--- config.mk ---
export PLATFORM = sky130hd
export DESIGN_NAME = servo_pwm_bank
export DESIGN_NICKNAME = d
export VERILOG_FILES = /design/src/rtl/servo_pkg.sv /design/src/rtl/servo_prescaler.sv /design/src/rtl/servo_pwm_bank.sv
export SDC_FILE = /design/constraint.sdc
export NUM_CORES = 1
export LEC_CHECK = 0
export ABC_AREA = 0
export CAP_MARGIN = 10
export CORE_UTILIZATION = 30
export CTS_CLUSTER_SIZE = 12
export DETAILED_ROUTE_END_ITERATION = 7
export PLACE_DENSITY = 0.56
export SKIP_CTS_REPAIR_TIMING = 1
export SYNTH_ARGS = -nofsm -noshare
export SYNTH_HDL_FRONTEND = slang
export SYNTH_SLANG_ARGS = --single-unit
--- constraint.sdc ---
create_clock -name clock -period 5.3 [get_ports clock]
set_clock_uncertainty 0.15 [all_clocks]
set_input_delay 0.795 -clock clock [delete_from_list [all_inputs] [get_ports clock]]
set_output_delay 0.795 -clock clock [all_outputs]
set_load 0.05 [all_outputs]
--- src/rtl/servo_pkg.sv ---
// Shared constants and helpers for the servo PWM blocks.
// Defaults target a 50 MHz system clock.
package servo_pkg;

    localparam int DEF_MIN_PULSE = 64;
    localparam int DEF_CLK_DIV   = 391;
    localparam int DEF_SLEW      = 0;

    // A one-entry index still needs a one-bit select port.
    function automatic int clog2_min1(input int n);
        return (n <= 2) ? 1 : $clog2(n);
    endfunction

endpackage

--- src/rtl/servo_prescaler.sv ---
// Divides the system clock into a one-cycle tick every CLK_DIV clocks.
// With CLK_DIV=1 the tick is high every cycle.
module servo_prescaler
    import servo_pkg::*;
#(
    parameter int CLK_DIV = DEF_CLK_DIV
) (
    input  logic clock,
    input  logic reset,
    output logic tick
);

    localparam int PW = clog2_min1(CLK_DIV);
    localparam logic [PW-1:0] LAST = PW'(CLK_DIV - 1);

    logic [PW-1:0] count;

    assign tick = (count == LAST);

    always_ff @(posedge clock) begin
        if (reset) begin
            count <= '0;
        end else if (tick) begin
            count <= '0;
        end else begin
            count <= count + PW'(1);
        end
    end

endmodule

--- src/rtl/servo_pwm_bank.sv ---
// Multi-channel servo PWM with double-buffered duty, period-boundary
// commit and optional per-period slew limiting.
module servo_pwm_bank
    import servo_pkg::*;
#(
    parameter int CHANNELS  = 4,
    parameter int DUTY_W    = 8,
    parameter int CNT_W     = 12,
    parameter int MIN_PULSE = DEF_MIN_PULSE,
    parameter int CLK_DIV   = DEF_CLK_DIV,
    parameter int SLEW      = DEF_SLEW,
    localparam int SEL_W    = clog2_min1(CHANNELS)
) (
    input  logic                clock,
    input  logic                reset,
    input  logic                wr_en,
    input  logic [SEL_W-1:0]    chan_sel,
    input  logic [DUTY_W-1:0]   duty_in,
    input  logic [CHANNELS-1:0] en_in,
    input  logic [CNT_W-1:0]    endcount,
    input  logic                commit,
    output logic                pending,
    output logic                period_start,
    output logic [CHANNELS-1:0] pwm_out
);

    logic                tick;
    logic                boundary;
    logic                apply;
    logic [CNT_W-1:0]    counter;
    logic [CNT_W-1:0]    endcount_l;
    logic [CHANNELS-1:0] enable_l;

    servo_prescaler #(.CLK_DIV(CLK_DIV)) u_prescaler (
        .clock (clock),
        .reset (reset),
        .tick  (tick)
    );

    // >= keeps the counter bounded when endcount is lowered mid-period.
    assign boundary = tick && (counter >= endcount_l);
    assign apply    = boundary && pending;

    always_ff @(posedge clock) begin
        if (reset) begin
            counter      <= '0;
            endcount_l   <= endcount;
            enable_l     <= '0;
            pending      <= 1'b0;
            period_start <= 1'b0;
        end else begin
            if (tick) begin
                counter <= boundary ? '0 : counter + CNT_W'(1);
            end
            // A commit landing on the boundary cycle waits a full period.
            pending      <= commit || (pending && !boundary);
            period_start <= boundary;
            if (apply) begin
                enable_l   <= en_in;
                endcount_l <= endcount;
            end
        end
    end

    for (genvar i = 0; i < CHANNELS; i++) begin : g_ch
        logic [DUTY_W-1:0] staging;
        logic [DUTY_W-1:0] target;
        logic [DUTY_W-1:0] active;
        logic [DUTY_W-1:0] next_active;
        logic [CNT_W:0]    thresh;
        logic              pwm_q;

        if (SLEW == 0) begin : g_jump
            assign next_active = pending ? staging : target;
        end else begin : g_slew
            logic              up;
            logic [DUTY_W-1:0] diff;
            logic [DUTY_W-1:0] step;
            always_comb begin
                up          = (target >= active);
                diff        = up ? target - active : active - target;
                step        = (32'(diff) > SLEW) ? DUTY_W'(SLEW) : diff;
                next_active = up ? active + step : active - step;
            end
        end

        assign thresh = (CNT_W+1)'(MIN_PULSE) + (CNT_W+1)'(active);

        always_ff @(posedge clock) begin
            if (reset) begin
                staging <= '0;
                target  <= '0;
                active  <= '0;
                pwm_q   <= 1'b0;
            end else begin
                if (wr_en && chan_sel == SEL_W'(i)) begin
                    staging <= duty_in;
                end
                if (apply) begin
                    target <= staging;
                end
                if (boundary) begin
                    active <= next_active;
                end
                pwm_q <= enable_l[i] && ({1'b0, counter} < thresh);
            end
        end

        assign pwm_out[i] = pwm_q;
    end

endmodule

After elaboration in Yosys (flattened, before gate mapping). Cells that the tools add are included.

Logic and storage cells: 60. Input port bits: 30. Flip-flop bits (word level): 139. Output and inout bits: 6.

$lt $le $gt $ge: 5. Mux-type cells: 7. Equality and inequality tests: 4. Add/sub/neg operators: 6. Reduce and logical (&&, ||, !) cells: 16.

Operators by type and width (count): $lt 12x9->1 (4); $add 7x8->9 const A (4); $mux 12 (3); $mux 8 (4); $add 12x1->12 const B (1); $ge 12x12->1 (1); $logic_and 1x1->1 (11); $add 9x1->9 const B (1); $eq 9x9->1 const B (1); $eq 2x2->1 const B (2); $eq 2x1->1 const B (1); $logic_not 2->1 (1); $reduce_bool 2->1 (1); $reduce_or 2->1 (1); $logic_not 1->1 (1); $logic_or 1x1->1 (1).

Depth between registers and ports, before layout.
Depth after elaboration: 5. Depth in mapped cells: 10. Mapped depth without buffers: 7.

Hierarchy. Synthesis repeated with hierarchy kept, for this count alone.

Cells, all modules: 690. Area total of the unflattened synthesis: 6865.3 µm².

By module, submodules not included: servo_pwm_bank (area an instance 6448.7 µm², seq. area each 2722.6 µm², cells an instance 645, instances 1); servo_prescaler (area an instance 416.6 µm², seq. area each 180.2 µm², cells an instance 45, instances 1).

Worst setup path before layout. No wires, ideal clock.

Path type: register to register. Start: reg counter[0]. End: reg endcount_l[0] (enable). Setup time: 0.352 ns. Period minus slack after synthesis: 2.596 ns. Data arrival time: 2.094 ns. Setup slack: 2.704 ns. Stages on the path, launching flop included: 9. Data required time: 4.798 ns. Buffers on the path: 1. Cell sequence: dfxtp_1 > inv_1 > ha_1 > nand2b_4 > a2111oi_2 > o31a_1 > o41ai_2 > buf_6 > or2_1.

Word-level cells in the longest chain between the ends: 4.

RTL lines: start, declared (line servo_pwm_bank.sv:30) `logic [CNT_W-1:0] counter;`; start signal, assigned (line servo_pwm_bank.sv:53) `counter <= boundary ? '0 : counter + CNT_W'(1);`; $ge 12x12->1 (line servo_pwm_bank.sv:41) `assign boundary = tick && (counter >= endcount_l);`; $logic_and 1x1->1 (line servo_pwm_bank.sv:41); $logic_and 1x1->1 (line servo_pwm_bank.sv:42) `assign apply = boundary && pending;`; $reduce_bool 2->1 (no source line); end signal, assigned (line servo_pwm_bank.sv:47) `endcount_l <= endcount;`; end signal, assigned (line servo_pwm_bank.sv:60) `endcount_l <= endcount;`; end, declared (line servo_pwm_bank.sv:31) `logic [CNT_W-1:0] endcount_l;`.

No other way between the ends. A chain may end at the register's enable or synchronous reset.

Final worst setup path.
Start: reg u_prescaler.count[0]. End: reg g_ch[1].active[7].

Word-level cells in the longest chain between the ends: 2.

RTL lines: start, declared (line servo_prescaler.sv:16) `logic [PW-1:0] count;`; start signal, assigned (line servo_prescaler.sv:26) `count <= count + PW'(1);`; $eq 9x9->1 (line servo_prescaler.sv:18) `assign tick = (count == LAST);`; $logic_and 1x1->1 (line servo_pwm_bank.sv:41); end signal, assigned (line servo_pwm_bank.sv:103) `active <= next_active;`; end, declared (line servo_pwm_bank.sv:68) `logic [DUTY_W-1:0] active;`.

No other way between the ends.

==> results.json <==
{
  "status": "finished, final reports clean",
  "clockBufferDepth": 2,
  "synth.avg_cell_area_sq_um": 10.4,
  "power_w": 0.00231,
  "period_share_pct": 62.5,
  "vdd_drop_max_mv": 0.219,
  "synth_edf_count": 12,
  "cp.arrival_ns": 3.42,
  "final_nets": 793,
  "synth_top_area_share_pct": 35.2,
  "grt_pass1_wl_microns": 26100,
  "path_class": "reg2reg",
  "clk_pin_slew_ns": 0.06,
  "routed_wl_microns": 15800,
  "root_buffer": "clkbuf_16",
  "hpwl_microns": 10900,
  "final_cell_mix": "dfxtp_1, mux2i_1, nand2b_1",
  "setup-tns-final_ns": 0,
  "firstDrtPassIters": 4,
  "seq_area_sq_mm": 0.00290,
  "final_common_cell": "dfxtp_1",
  "num_antenna_cells": 0,
  "critical_path.max_fanout": 33,
  "grt_start_max_net_pins": 93,
  "place_congestion": 0.815,
  "synthFlopType": "dfxtp_1",
  "hold_viol": 0,
  "fmax_mhz": 302,
  "syn_inst": 698,
  "start_util_pct": 30.7,
  "port_buffers": 35,
  "insertion_delay_ns": 0.42,
  "synth_seq_cells": 139,
  "coreArea_sq_mm": 0.0235,
  "ant_nets": 0,
  "worstSetupEndpointType": "register",
  "setup_viol": 0,
  "slowest_stage": "a21o_2",
  "die_area_sq_mm": 0.0247,
  "drc": 0,
  "avgRoutedWirePerCell_microns": 15.1,
  "slew_headroom_pct": 34.8,
  "critPathBufInv": 2,
  "timing.critical_path.max_delay_family": "compound AO/OA/AOI/OAI gates",
  "synth-seq-area-share_pct": 40.2,
  "yosysTopAreaCell": "dfxtp_1",
  "rows": 56,
  "syn_area_sq_mm": 0.00723,
  "powerDensity_mw_per_mm2": 279,
  "area_growth_pct": 14.7,
  "yosys_warnings": 0,
  "syn_nets": 779,
  "critPathLaunchType": "register",
  "antenna_found_initial": 0,
  "cts_buffers": 17,
  "worst_pin_slew_ns": 0.978,
  "multi_input_area_sq_mm": 0.00388,
  "grt_overflow": 0,
  "io_pins": 36,
  "rsz0062_at_grt": "no",
  "routed-via-count": 4869,
  "synth_area_leaders": "dfxtp_1, mux2i_1, ha_1, nand2b_1, a211oi_2",
  "detail_route.iter0.violations": 166,
  "slew_viol_final": 0,
  "final_layout_size_suffix_gt1_share_pct": 11.8,
  "htree_levels": 4,
  "async_reset_ff_share_pct": 0,
  "cts_tree": "done",
  "clock_sinks": 139,
  "yosysUniqueCellTypes": 49,
  "reg2reg_slack_ns": 1.98,
  "die_y_microns": 157,
  "grt_pass1_vias": 4801,
  "die_w_microns": 157,
  "finalCriticalPeriod_ns": 3.32,
  "crit_chain": "inv_1 > ha_1 > and4b_1 > and2_1 > o21a_2 > a21o_2 > buf_4 > a211oi_1",
  "max_cap_viol_count": 0,
  "hold_class": "reg2reg",
  "worstPathRequired_ns": 5.41,
  "vias_per_cell": 4.67,
  "nFillCells": 2389,
  "grtUsageTotal_pct": 13.8,
  "critPathMaxStageDelay_ns": 0.73,
  "leakage_nw": 3.09
}
routing by layer:
metal,vias to the layer above,GRT usage [%],routed length [microns]
met5,-,0,0
met4,0,5.04,236
met3,18,2.75,280
met2,34,23.9,7960
met1,2324,16.9,7300
li1,2493,-,-
Yosys cell counts, types with 2 or more instances:
cell       count
nand4_1       10
edfxtp_1      12
dfxtp_1      127
a211oi_2      29
a21oi_1       11
buf_6          7
inv_1         43
o31ai_1        5
nor2_1        47
a211oi_1      39
xnor2_1        7
nand2_1        9
o21ai_0        2
a31oi_1        4
mux2i_1      100
a21o_1        13
o211ai_1       2
nor3_1         4
clkbuf_1      24
nand3_1        8
ha_1          51
nor4_1         3
xor2_1         8
nand3b_1       6
and3_1         2
o2111ai_1      2
nand2b_1      78
buf_4          4
buf_12         3
or3_1          2
buf_2          9
nor3_2        10
flip-flops by register name, indices dropped and copies added, names as in the netlist, 4 cells and up:
register           cells
g_ch.pwm_q             4
enable_l               4
g_ch.active           32
counter               12
u_prescaler.count      9
g_ch.target           32
endcount_l            12
g_ch.staging          32
cell type report:
cell class	instances	share of cell area (%)
inverter	43	1.95
timing repair buffer	43	4.92
tap	319	4.82
clock inverter	7	0.876
multi-input combinational	468	46.9
sequential	139	35.0
clock buffer	23	5.53
report_power, final:
part	internal (W)	switching (W)
sequential	0.00108	0.0000112
combinational	0.0000617	0.0000727
clock	0.000651	0.000439
total	0.00179	0.000523
per-stage QoR:
step	setup slack, ns	instances	util, %	instance area (sq um)	hold slack (ns)
5_1_grt	1.73	1042	35.2	8290	0.324
2_1_floorplan	2.70	698	-	7230	0.280
4_1_cts	1.95	1042	35.2	8290	0.318
3_5_place_dp	1.95	1012	33.0	7760	0.305
6_report	1.98	1042	35.2	8290	0.314
3_3_place_gp	2.01	1012	33.0	7760	0.298
logic make-up (layout without fill, tap and decap cells):
| group | after synthesis | after routing | synth area share [%] |
|---|---|---|---|
| simple gates | 188 | 188 | 15.2 |
| flops | 139 | 139 | 40.2 |
| compound gates | 114 | 114 | 13.7 |
| mux | 100 | 100 | 13.8 |
| buf+inv | 91 | 116 | 6.49 |
| fa+ha+maj | 51 | 51 | 8.83 |
| xor+xnor | 15 | 15 | 1.82 |
worst paths after layout:
check | from | to | depth (start not counted)
max | u_prescaler.count[0] | g_ch[1].active[7] | 8
min | u_prescaler.count[0] | u_prescaler.count[0] | 1
max reg2reg | u_prescaler.count[0] | g_ch[1].active[7] | 8
min reg2reg | u_prescaler.count[0] | u_prescaler.count[0] | 1
Power figures use the tool's default switching activity.
